`config.mk`:
```
export PLATFORM = sky130hd
export DESIGN_NAME = lc3b_mem_arbiter
export DESIGN_NICKNAME = d
export VERILOG_FILES = /design/src/rtl/lc3b_mem_arbiter.sv
export SDC_FILE = /design/constraint.sdc
export NUM_CORES = 1
export LEC_CHECK = 0
export CAP_MARGIN = 20
export CELL_PAD_IN_SITES_DETAIL_PLACEMENT = 1
export CELL_PAD_IN_SITES_GLOBAL_PLACEMENT = 1
export CORE_AREA = 2 2 279 281
export DETAILED_ROUTE_END_ITERATION = 10
export DIE_AREA = 0 0 281 283
export PLACE_DENSITY = 0.62
export SLEW_MARGIN = 40
export SYNTH_ARGS = -nofsm -noshare
export SYNTH_HDL_FRONTEND = slang
export SYNTH_SLANG_ARGS = --single-unit
```
`constraint.sdc`:
```
create_clock -name clk -period 4.5 [get_ports clk]
set_input_delay 0.9 -clock clk [delete_from_list [all_inputs] [get_ports clk]]
set_output_delay 0.9 -clock clk [all_outputs]
set_load 0.03 [all_outputs]
```
`src/rtl/lc3b_mem_arbiter.sv`:
```
// LC-3b memory arbiter: one-line fetch buffer plus a data port,
// multiplexed onto a single Wishbone-style line bus.
module lc3b_mem_arbiter #(
    parameter int ADDR_W = 12,
    parameter int LINE_W = 128,
    parameter int SEL_W  = 16
) (
    input  logic              clk,
    input  logic              rst_n,
    input  logic              ifetch_read,
    input  logic [ADDR_W-1:0] ifetch_address,
    output logic [LINE_W-1:0] ifetch_rdata,
    output logic              ifetch_resp,
    input  logic              mem_read,
    input  logic              mem_write,
    input  logic [ADDR_W-1:0] mem_address,
    input  logic [LINE_W-1:0] mem_wdata,
    input  logic [SEL_W-1:0]  mem_sel,
    output logic [LINE_W-1:0] mem_rdata,
    output logic              mem_resp,
    output logic              pm_cyc,
    output logic              pm_stb,
    output logic              pm_we,
    output logic [ADDR_W-1:0] pm_adr,
    output logic [LINE_W-1:0] pm_dat_o,
    output logic [SEL_W-1:0]  pm_sel,
    input  logic [LINE_W-1:0] pm_dat_i,
    input  logic              pm_ack
);

    typedef enum logic [1:0] {IDLE, DATA, FETCH, DONE} state_t;

    state_t state, state_nx;

    logic              buf_valid;
    logic [ADDR_W-1:0] buf_tag;
    logic [LINE_W-1:0] buf_data;
    logic [ADDR_W-1:0] lat_adr;
    logic [LINE_W-1:0] lat_wdata;
    logic [SEL_W-1:0]  lat_sel;
    logic              lat_we;
    logic              hit;
    logic              data_req;
    logic              busy;

    assign hit          = buf_valid && (buf_tag == ifetch_address);
    assign data_req     = mem_read | mem_write;
    assign ifetch_resp  = ifetch_read & hit;
    assign ifetch_rdata = buf_data;

    always_comb begin
        state_nx = state;
        case (state)
            IDLE: begin
                if (data_req)
                    state_nx = DATA;
                else if (ifetch_read && !hit)
                    state_nx = FETCH;
            end
            DATA:    if (pm_ack) state_nx = DONE;
            FETCH:   if (pm_ack) state_nx = IDLE;
            DONE:    state_nx = IDLE;
            default: state_nx = IDLE;
        endcase
    end

    always_ff @(posedge clk or negedge rst_n) begin
        if (!rst_n) begin
            state     <= IDLE;
            buf_valid <= 1'b0;
            buf_tag   <= '0;
            buf_data  <= '0;
            mem_rdata <= '0;
            lat_adr   <= '0;
            lat_wdata <= '0;
            lat_sel   <= '0;
            lat_we    <= 1'b0;
        end else begin
            state <= state_nx;
            if (state == IDLE) begin
                if (data_req) begin
                    lat_adr   <= mem_address;
                    lat_wdata <= mem_wdata;
                    lat_we    <= mem_write;
                    lat_sel   <= mem_write ? mem_sel : '1;
                end else if (ifetch_read && !hit) begin
                    lat_adr <= ifetch_address;
                    lat_we  <= 1'b0;
                    lat_sel <= '1;
                end
            end
            if (state == DATA && pm_ack) begin
                if (!lat_we)
                    mem_rdata <= pm_dat_i;
                else if (lat_adr == buf_tag)
                    buf_valid <= 1'b0;
            end
            // A refill always installs the address it was issued for.
            if (state == FETCH && pm_ack) begin
                buf_data  <= pm_dat_i;
                buf_tag   <= lat_adr;
                buf_valid <= 1'b1;
            end
        end
    end

    assign busy     = (state == DATA) || (state == FETCH);
    assign mem_resp = (state == DONE);
    assign pm_cyc   = busy;
    assign pm_stb   = busy;
    assign pm_we    = busy & lat_we;
    assign pm_adr   = busy ? lat_adr : '0;
    assign pm_dat_o = busy ? lat_wdata : '0;
    assign pm_sel   = busy ? lat_sel : '0;

endmodule

```
; ---- After elaboration in Yosys (flattened, before gate mapping)
; Cells that the tools add are included.
[totals]
regBits = 428
inputBits = 302
out_inout_bits = 417
wordCells = 56
[classes]
eq_ne = 8
mux = 19
bitwise = 4
n_reduce_logical = 16
[op_table]
columns = cell, n
row1 = $mux 128, 1
row2 = $mux 16, 4
row3 = $mux 12, 3
row4 = $eq 12x12->1, 2
row5 = $mux 2, 4
row6 = $pmux 2 s4, 1
row7 = $reduce_bool 2->1, 4
row8 = $mux 1, 6
row9 = $reduce_and 2->1, 3
row10 = $reduce_and 3->1, 2
row11 = $eq 2x2->1 const B, 2
row12 = $logic_and 1x1->1, 4
row13 = $ne 2x2->1 const B, 2
row14 = $ne 3x2->1 const B, 1
row15 = $and 1x1->1, 2
row16 = $eq 2x1->1 const B, 1
row17 = $logic_not 2->1, 1
row18 = $logic_not 1->1, 1
row19 = $logic_or 1x1->1, 1
row20 = $not 1->1, 1
row21 = $or 1x1->1, 1

; ---- Logic depth before layout (Yosys ltp)
; Gate-level depths: netlist (run 1).
[depth]
depth_word = 7
mapped_depth = 7
ltp_nobuf = 6

; ---- Least setup slack after synthesis (run 1)
; No wires, ideal clock.
[synth_path]
path_type = input to output
startpoint = input ifetch_address[3]
endpoint = output ifetch_resp
arrival_time_ns = 1.966
t_required_ns = 3.600
path_slack_ns = 1.634
stages = 4
path_buffers = 0
cell_sequence = xnor2_1 -> nand4_2 -> nor4_4 -> and2_1
[synth_via]
elab_chain_len = 3
[synth_lines]
columns = item, line
row1 = from (decl), 11  ; input logic [ADDR_W-1:0] ifetch_address,
row2 = $eq 12x12->1, 46  ; assign hit = buf_valid && (buf_tag == ifetch_address);
row3 = $logic_and 1x1->1, 46
row4 = $and 1x1->1, 48  ; assign ifetch_resp = ifetch_read & hit;
row5 = to (decl), 13  ; output logic ifetch_resp,
; No other way between the ends.

; ---- Final worst setup path (run 1)
[layout_path]
startpoint = input ifetch_address[2]
endpoint = output ifetch_resp
; The elaborated chain is that of the path after synthesis.

==> impl_metrics.csv, run 1 <==
group,metric,value,unit
place,port-buffer-count,718,
clock_tree,cts_sinks,428,
synthesis,syn_area,17440,sq um
final_layout,ff_latch_area,10710,sq um
sta,relSlewSlack,46.67,%
clock_tree,path_clk_slew,60,ps
final_layout,drive_gt1_share,26.41,%
sta,worst_pin_slew,797.2,ps
synthesis,synth_area_per_cell,14.91,sq um
synthesis,async_reset_ff_share,100.0,%
synthesis,ys_seq_elements,428,
routing,first_pass_iters,4,
setup_path,worst_setup_path_start_kind,"input port",
setup_path,path_cells,"clkdlybuf4s50_1, xnor2_1, nand4_2, nor4_4, and2_1, clkdlybuf4s50_1",
final_layout,final_util,36.01,%
grt,grtUsageTotal,15.57,%
floorplan,coreArea,76700,sq um
sta,hold_viol_final,0,
outcome,status,"finished, final reports clean",
floorplan,die_h,283,microns
routing,wirelength,62870,microns
synthesis,synth_cell_type_count,33,
synthesis,synth_edf_count,0,
power_and_ir_drop,pwr-share-comb,57.5,%
final_layout,multi_input_area,6422,sq um
synthesis,ys_warn_count,0,
setup_path,regToRegSetupSlack,2230,ps
sta,timing.fmax,0.2469,GHz
hold_path,hp-class,"in2async",
final_layout,design_area,27620,sq um
synthesis,ys.flop_type,"dfrtp_1",
power_and_ir_drop,cellLeakagePower,11.24,nW
place,placed_area,25950,sq um
setup_path,reg2reg_from,"state[1]",
clock_tree,cts_resized,0,
routing,drt_iter0_drc,347,
sta,rsz0062_at_grt,"no",
clock_tree,htree_levels,2,
routing,wl_met1,22570,microns
sta,fin_worst_skew,20.61,ps
run,drv_cap,0,
setup_path,cpPeakStageDelay,710,ps
final_layout,fillCellCount,8142,
floorplan,ioPinCount,719,
synthesis,synth_seq_area_share,61.40,%
power_and_ir_drop,ir_worst_vdd,0.0004130,V
floorplan,num_rows,102,
synthesis,syn_nets,1477,
routing,num_vias,12410,
setup_path,cp.required,3600,ps
setup_path,path_max_fanout,2,
clock_tree,post-cts-setup-buffer-count,0,
setup_path,cp_common_cell,"clkdlybuf4s50_1",
sta,fin_crit_sh,90.02,%
clock_tree,cts_tree,"built",
routing,top_layer,"met4",
setup_path,crit_arrival,3150,ps
power_and_ir_drop,p_per_area,930.0,nW/um^2
sta,fin_crit,4051,ps
power_and_ir_drop,switchingPower,10.88,mW
sta,finalSetupTns,0,ps
grt,grt_max_degree,129,
clock_tree,cts_inserted_buffers,50,
place,routabilityCongestion,0.8319,
power_and_ir_drop,p_seq_share,26.8,%
final_layout,areaGrowthSynthToFinish,58.32,%
grt,grt_pass1_wl,92920,microns
routing,vias_per_cell,4.162,
power_and_ir_drop,pwr-share-clk,15.7,%
routing,drt_drc_violations_left,0,
power_and_ir_drop,power,25.68,mW
sta,setup_viol,0,
power_and_ir_drop,swShare,42.36,%
floorplan,start_util,22.74,%
setup_path,critPathCaptureType,"output port",
routing,avgRoutedWirePerCell,21.07,microns
sta,fin_hold_ws,276.5,ps
power_and_ir_drop,p_int,14.80,mW
place,dp.final_hpwl,47080,microns
routing,ant_nets,0,
clock_tree,cts-root-buf,"clkbuf_16",
floorplan,dieArea,79520,sq um
floorplan,die_w,281,microns
setup_path,worstSetupPathType,"in2out",
routing,wl_met2,33720,microns
sta,slew_viol_final,0,
clock_tree,hold_buffers,0,
final_layout,layout.nets,2208,
clock_tree,cts_buffer_depth,3,
grt,overflow,0,
setup_path,startpoint,"ifetch_address[2]",
setup_path,crit_slowest_cell,"clkdlybuf4s50_1",
clock_tree,clkLatencyLatePin,580,ps
routing,wl_met3,4209,microns
synthesis,synth_cells,1170,
grt,grt_pass1_vias,13880,
grt,antenna_found_initial,10,
[logic make-up after synthesis]
group           count (synthesis)  share of synthesized area (%)
simple gates                  192                          7.037
buf+inv                        72                          1.958
xor+xnor                       24                          1.205
fa+ha+maj                       5                         0.3587
compound gates                 49                          2.245
mux                           400                          25.79
flops                         428                          61.40
[cell usage after synthesis (2+ instances only)]
library cell	n	area [sq um]
xor2_1	5	43.79
clkbuf_1	25	93.84
o21ai_0	3	15.01
mux2_2	396	4459
a2bb2oi_1	12	105.1
o22ai_1	13	81.33
nand4_1	3	18.77
buf_6	3	33.78
and2_1	158	988.5
nand3b_1	17	127.6
buf_2	36	180.2
buf_1	5	18.77
xnor2_1	19	166.4
o21a_1	16	120.1
mux2i_1	4	40.04
nand3_1	2	10.01
ha_1	5	62.56
inv_1	2	7.510
nand2_1	5	18.77
dfrtp_1	428	10710
[stage by stage]
stage	setup slack [ps]	instances
2_1_floorplan	1634	1170
3_3_place_gp	384.7	2887
3_5_place_dp	395.7	2888
4_1_cts	382.8	2974
5_1_grt	391.8	2983
6_report	449.0	2983
[critical path: cells and delay by family]
kind | cells | cell delay (ps)
XOR/XNOR | 1 | 290
AND/OR/NAND/NOR | 3 | 760
buffers and inverters | 2 | 1190
[metal layers]
layer,global-route usage [%],vias to the layer above
li1,-,5522
met1,16.41,6381
met2,28.63,398
met3,4.634,113
met4,6.324,0
met5,0,-
[power by group through the flow]
stage	combinational, mW	sequential (mW)	clock [mW]
2_1_floorplan	6.16	9.00	0
3_3_place_gp	14.8	6.84	0
3_5_place_dp	14.9	6.96	0
4_1_cts	15.0	6.92	4.19
5_1_grt	15.5	7.17	4.34
6_report	14.8	6.89	4.03
[flip-flops by register name, indices dropped and copies added, names as in the netlist]
signal,flops
lat_wdata,128
lat_we,1
lat_adr,12
mem_rdata,128
buf_valid,1
ifetch_rdata,128
lat_sel,16
buf_tag,12
state,2
[final timing paths]
kind,endpoint,depth (start not counted)
max reg2reg,mem_rdata[111],6
max,ifetch_resp,6
min in group clk,lat_sel[8],1
min,lat_wdata[27],1
max in group asynchronous,lat_wdata[1],2
min reg2reg,lat_sel[8],1
[layout by cell type, fill, tap and decap left out, drive strengths merged, types with 3 or more instances in the layout]
cell	count
mux2	396
nand3b	17
diode	8
clkdlybuf4s50	717
o22ai	13
nand4	4
clkinv	8
a2bb2oi	12
mux2i	4
nand2	5
buf	32
clkbuf	75
dfrtp	428
and2	158
xnor2	19
o21ai	3
ha	5
xor2	5
o21a	16
[layout make-up]
| class | count | share of cell area (%) |
|---|---|---|
| antenna | 8 | 0.07249 |
| clock buffer | 75 | 5.378 |
| clock inverter | 11 | 0.4712 |
| inverter | 2 | 0.02718 |
| multi-input combinational | 670 | 23.26 |
| sequential | 428 | 38.78 |
| tap | 1040 | 4.712 |
| timing repair buffer | 749 | 27.30 |
Power figures use the tool's default switching activity.
==> run 2: changes to the inputs <==
Settings changed: CAP_MARGIN 20 to unset.
==> results of run 2 <==
No change in the layout: final DEF, timing and power equal those of run 1.
